[config.mk]
export PLATFORM = sky130hd
export DESIGN_NAME = fpu_wb_queue
export DESIGN_NICKNAME = d
export VERILOG_FILES = /design/src/rtl/fpu_wb_queue.sv
export SDC_FILE = /design/constraint.sdc
export NUM_CORES = 1
export LEC_CHECK = 0
export CAP_MARGIN = 20
export CORE_MARGIN = 10
export CORE_UTILIZATION = 50
export DETAILED_ROUTE_END_ITERATION = 8
export PLACE_DENSITY_LB_ADDON = 0.15
export SYNTH_ARGS = -nofsm -noshare
export SYNTH_HDL_FRONTEND = slang
export SYNTH_SLANG_ARGS = --single-unit
[constraint.sdc]
create_clock -name clk -period 6 [get_ports clk]
set_input_delay 1.2 -clock clk [delete_from_list [all_inputs] [get_ports clk]]
set_output_delay 1.2 -clock clk [all_outputs]
set_load 0.005 [all_outputs]
[src/rtl/fpu_wb_queue.sv]
// FPU writeback queue.
// Tracks FPU operations from issue to register-file writeback through two
// in-order FIFOs: a tag FIFO {rd, setz} for ops issued but not yet completed,
// and a result FIFO {rd, setz, data} for completed ops waiting for a free
// register-file write port. Issue credit covers both FIFOs together, so the
// result FIFO cannot overflow.
//
// Ports:
//   clk, reset            clock, asynchronous active-low reset
//   iss_valid/rd/setz     issue request from stage 2
//   iss_full              no issue credit, stage 2 must stall
//   fpu_done, fpu_result  FPU completion pulse and result word
//   flush                 synchronous discard of all pending ops
//   wb_valid/rd/data/setz/z  head of the result FIFO
//   wb_ready              register-file port free, pops the head
//   busy_mask             one bit per register targeted by any pending op
//   err                   sticky: [0] issue while full, [1] done with no tag
module fpu_wb_queue #(
  parameter int unsigned DEPTH = 2
) (
  input  logic        clk,
  input  logic        reset,
  input  logic        iss_valid,
  input  logic [3:0]  iss_rd,
  input  logic        iss_setz,
  output logic        iss_full,
  input  logic        fpu_done,
  input  logic [15:0] fpu_result,
  input  logic        flush,
  output logic        wb_valid,
  output logic [3:0]  wb_rd,
  output logic [15:0] wb_data,
  output logic        wb_setz,
  output logic        wb_z,
  input  logic        wb_ready,
  output logic [15:0] busy_mask,
  output logic [1:0]  err
);

  localparam int unsigned PW = (DEPTH > 1) ? $clog2(DEPTH) : 1;
  localparam int unsigned CW = PW + 1;

  logic [3:0]    tag_rd_q   [DEPTH];
  logic          tag_setz_q [DEPTH];
  logic [3:0]    res_rd_q   [DEPTH];
  logic          res_setz_q [DEPTH];
  logic [15:0]   res_data_q [DEPTH];

  logic [PW-1:0] tag_wp_q, tag_wp_d, tag_rp_q, tag_rp_d;
  logic [PW-1:0] res_wp_q, res_wp_d, res_rp_q, res_rp_d;
  logic [CW-1:0] tag_cnt_q, tag_cnt_d, res_cnt_q, res_cnt_d;
  logic [1:0]    err_q, err_d;

  logic          tag_push, tag_pop, res_push, res_pop;
  logic [CW:0]   total_cnt;
  logic [15:0]   head_data;

  always_comb begin
    total_cnt = {1'b0, tag_cnt_q} + {1'b0, res_cnt_q};
    iss_full  = total_cnt >= (CW + 1)'(DEPTH);
    wb_valid  = res_cnt_q != '0;

    // Flush overrides every same-cycle transfer.
    tag_push  = iss_valid & ~iss_full & ~flush;
    tag_pop   = fpu_done & (tag_cnt_q != '0) & ~flush;
    res_push  = tag_pop;
    res_pop   = wb_valid & wb_ready & ~flush;

    // Illegal requests are still flagged during flush.
    err_d     = err_q | {fpu_done & (tag_cnt_q == '0), iss_valid & iss_full};

    // Head outputs are forced to zero while the result FIFO is empty.
    head_data = res_data_q[res_rp_q];
    wb_rd     = wb_valid ? res_rd_q[res_rp_q]   : 4'h0;
    wb_setz   = wb_valid ? res_setz_q[res_rp_q] : 1'b0;
    wb_data   = wb_valid ? head_data            : 16'h0000;
    wb_z      = wb_valid & (head_data == 16'h0000);
  end

  always_comb begin
    tag_wp_d  = tag_push ? tag_wp_q + PW'(1) : tag_wp_q;
    tag_rp_d  = tag_pop  ? tag_rp_q + PW'(1) : tag_rp_q;
    res_wp_d  = res_push ? res_wp_q + PW'(1) : res_wp_q;
    res_rp_d  = res_pop  ? res_rp_q + PW'(1) : res_rp_q;
    tag_cnt_d = tag_cnt_q;
    res_cnt_d = res_cnt_q;
    if (tag_push && !tag_pop) tag_cnt_d = tag_cnt_q + CW'(1);
    if (!tag_push && tag_pop) tag_cnt_d = tag_cnt_q - CW'(1);
    if (res_push && !res_pop) res_cnt_d = res_cnt_q + CW'(1);
    if (!res_push && res_pop) res_cnt_d = res_cnt_q - CW'(1);
    if (flush) begin
      tag_wp_d  = '0;
      tag_rp_d  = '0;
      res_wp_d  = '0;
      res_rp_d  = '0;
      tag_cnt_d = '0;
      res_cnt_d = '0;
    end
  end

  // An entry at slot i is live when its distance from the read pointer is
  // below the occupancy count.
  always_comb begin
    busy_mask = 16'h0000;
    for (int unsigned i = 0; i < DEPTH; i++) begin
      if ({1'b0, PW'(i) - tag_rp_q} < tag_cnt_q) begin
        busy_mask = busy_mask | (16'h0001 << tag_rd_q[i]);
      end
      if ({1'b0, PW'(i) - res_rp_q} < res_cnt_q) begin
        busy_mask = busy_mask | (16'h0001 << res_rd_q[i]);
      end
    end
  end

  assign err = err_q;

  always_ff @(posedge clk or negedge reset) begin
    if (!reset) begin
      tag_wp_q  <= '0;
      tag_rp_q  <= '0;
      res_wp_q  <= '0;
      res_rp_q  <= '0;
      tag_cnt_q <= '0;
      res_cnt_q <= '0;
      err_q     <= 2'b00;
    end else begin
      tag_wp_q  <= tag_wp_d;
      tag_rp_q  <= tag_rp_d;
      res_wp_q  <= res_wp_d;
      res_rp_q  <= res_rp_d;
      tag_cnt_q <= tag_cnt_d;
      res_cnt_q <= res_cnt_d;
      err_q     <= err_d;
    end
  end

  // Payload storage needs no reset: validity comes from the counts alone.
  always_ff @(posedge clk) begin
    if (tag_push) begin
      tag_rd_q[tag_wp_q]   <= iss_rd;
      tag_setz_q[tag_wp_q] <= iss_setz;
    end
    if (res_push) begin
      res_rd_q[res_wp_q]   <= tag_rd_q[tag_rp_q];
      res_setz_q[res_wp_q] <= tag_setz_q[tag_rp_q];
      res_data_q[res_wp_q] <= fpu_result;
    end
  end

endmodule

==> flow_summary.yaml <==
run:
  maxCapViolCount: 0
clock_network:
  clk_pin_slew_worst_paths_ps: 70
  cts_root_buffer: "clkbuf_8"
  tritoncts: "built"
  cts_buffer_depth: 2
  cts.htree.levels: 3
  cts.sinks: 62
  cts_resized: 0
  post-cts-setup-buffer-count: 0
  hold_buffers: 0
  worstSkewPairLatency_ps: 330
  cts_inserted_buffers: 9
timing:
  period_minus_slack_ps: 3880
  period_share: 0.6467
  hold_violations: 0
  rsz0062_at_grt: "false"
  drv_slew: 0
  final.setup.worst_slack_ps: 2120
  fmax_mhz: 257.7
  setup_viol: 0
  worst_pin_slew_ps: 983.3
  slew_headroom: 0.3431
  fin_setup_tns_ps: 0
  skew_ps: 14.90
detailed_routing:
  vias: 2701
  drcViolationCount: 0
  drt-vias-per-instance: 6.056
  dr.pass1.iters: 4
  ant_nets: 0
  wire_per_inst_um: 19.44
  finalWirelength_um: 8669
  drt_iter0_drc: 162
floorplan:
  start_util: 0.5207
  num_rows: 29
  die_w_um: 102.0
  io_pins: 69
  dieArea_sq_mm: 0.01041
  dieHeight_um: 102.0
  core_sq_mm: 0.006459
status:
  status: "completed"
logic_synthesis:
  ys_types: 43
  syn_area_sq_mm: 0.003363
  synth.most_common_cell: "edfxtp_1"
  ys_ff_latch: 62
  syn_nets: 327
  synth_flop_cell: "edfxtp_1"
  yosysSeqAreaShare: 0.5387
  synth_cells: 299
  synth.avg_cell_area_sq_um: 11.25
  async_reset_ff_frac: 0.1613
  synth_edf_count: 52
  synth_commonest_cells: "edfxtp_1 (52), nor2_1 (40), nand4_1 (30)"
  ys_top_cells_by_area: "edfxtp_1 (46%), dfrtp_1 (7.4%), mux2i_1 (6.3%)"
  synth.largest_area_cell: "edfxtp_1"
  synth_top_area_share: 0.4643
  yosys_warnings: 0
final_layout:
  diodes: 0
  layout-drive-gt1-share: 0.08130
  syn2layout_area_growth_pct: 26.67
  layout.cells.non_filler: 446
  fin_nets: 392
critical_path:
  cp-start-kind: "flop"
  worstSetupPathType: "reg -> out"
  worstPathRequired_ps: 4800
  endpoint_kind: "output port"
  arrival_ps: 2680
  worst-path-max-fanout: 16
power:
  p_leak_nw: 1.380
  ir_drop_mv: 0.1984
  p_per_area_mw_per_mm2: 263.5
  finalPower_mw: 1.122
global_routing:
  grt_pass1_vias: 2716
  antenna_found_initial: 0
  grt_pass1_wl_um: 13680
  grt_max_degree: 25
  gr-total-overflow: 0
  grt.total_usage: 0.1682
worst_hold_path:
  hold_class: "reg -> reg"
place:
  dp_slack_ps: 2478
  placedCellCount: 430
  numPortBuffers: 68
  dp_hpwl_um: 6449
  globalplace.congestion: 0.9477
==> kinds of logic (layout without fill, tap and decap cells) <==
kind of cell,after synthesis,after routing,share of synthesized area
AND/OR/NAND/NOR,136,136,0.2173
flip-flops,62,62,0.5387
AO/OA/AOI/OAI,47,47,0.1105
multiplexers,26,26,0.07924
buffers and inverters,22,92,0.03125
XOR/XNOR,5,5,0.01711
adder cells (fa/ha/maj),1,1,0.005953
==> worst max-delay path, cell delays in order, from the launching register on <==
cell	delay, ps
dfrtp_1	580
nor2b_1	850
o2111ai_1	280
nand4_1	140
clkdlybuf4s50_1	510
==> where the power goes <==
group,internal [mW],switching (mW),total [mW]
Sequential,0.509,0.0465,0.556
Combinational,0.133,0.124,0.257
Clock,0.160,0.150,0.310
==> registers in the layout, summed over array words and instances, names as in the netlist <==
| name | flops |
|---|---|
| res_wp_q | 1 |
| res_data_q | 32 |
| tag_setz_q | 2 |
| res_rd_q | 8 |
| tag_rp_q | 1 |
| tag_cnt_q | 2 |
| res_setz_q | 2 |
| tag_wp_q | 1 |
| res_cnt_q | 2 |
| res_rp_q | 1 |
| tag_rd_q | 8 |
| err | 2 |
==> routing by layer <==
layer	GRT usage	wire length, um	vias up
li1	-	-	1311
met1	0.2100	3794	1271
met2	0.2681	4064	98
met3	0.04318	563	21
met4	0.07809	246	0
met5	0	0	-
==> cells in the final DEF, fill, tap and decap left out, drive strengths merged, types with 2 or more instances in the layout <==
cell type / n
nand4: 30
o211ai: 18
nor3: 7
a21oi: 2
nand3: 18
mux2: 5
nor4: 3
mux2i: 21
clkinv: 2
nand2b: 2
o21ai: 5
xnor2: 3
clkinvlp: 2
clkbuf: 12
edfxtp: 52
dfrtp: 10
nor3b: 3
clkdlybuf4s50: 68
nor2: 40
o2111ai: 12
nand2: 4
and4: 4
nor2b: 18
inv: 4
a21o: 4
buf: 4
==> through the flow <==
stage	util	cell area (sq um)	hold slack, ps
after floorplan	-	3363	451.0
after global placement	0.6333	4090	440.1
after detailed placement	0.6333	4090	465.6
after CTS	0.6596	4260	479.0
after global routing	0.6596	4260	495.6
final	0.6596	4260	474.3
==> final cells by class <==
cell class	count	area (sq um)
well taps	77	96.34
clock buffers	12	145.1
repair buffers	72	710.7
flip-flops and latches	62	1812
multi-input cells	215	1456
inverters	4	15.01
fillers	534	2198
clock inverters	4	25.02
==> worst paths after layout <==
| path | startpoint | end | slack (ps) | cells after the start |
|---|---|---|---|---|
| worst max-delay path | res_rp_q | busy_mask[7] | 2120 | 4 |
| worst max register to register | res_cnt_q[1] | tag_rd_q[1][2] | 3100 | 3 |
| worst min register to register | err[1] | err[1] | 470 | 1 |
| min in group asynchronous | reset | res_wp_q | 1190 | 1 |
| max in group asynchronous | reset | res_cnt_q[1] | 4480 | 1 |
| worst min-delay path | err[1] | err[1] | 470 | 1 |
(Power assumes the default switching activity.)
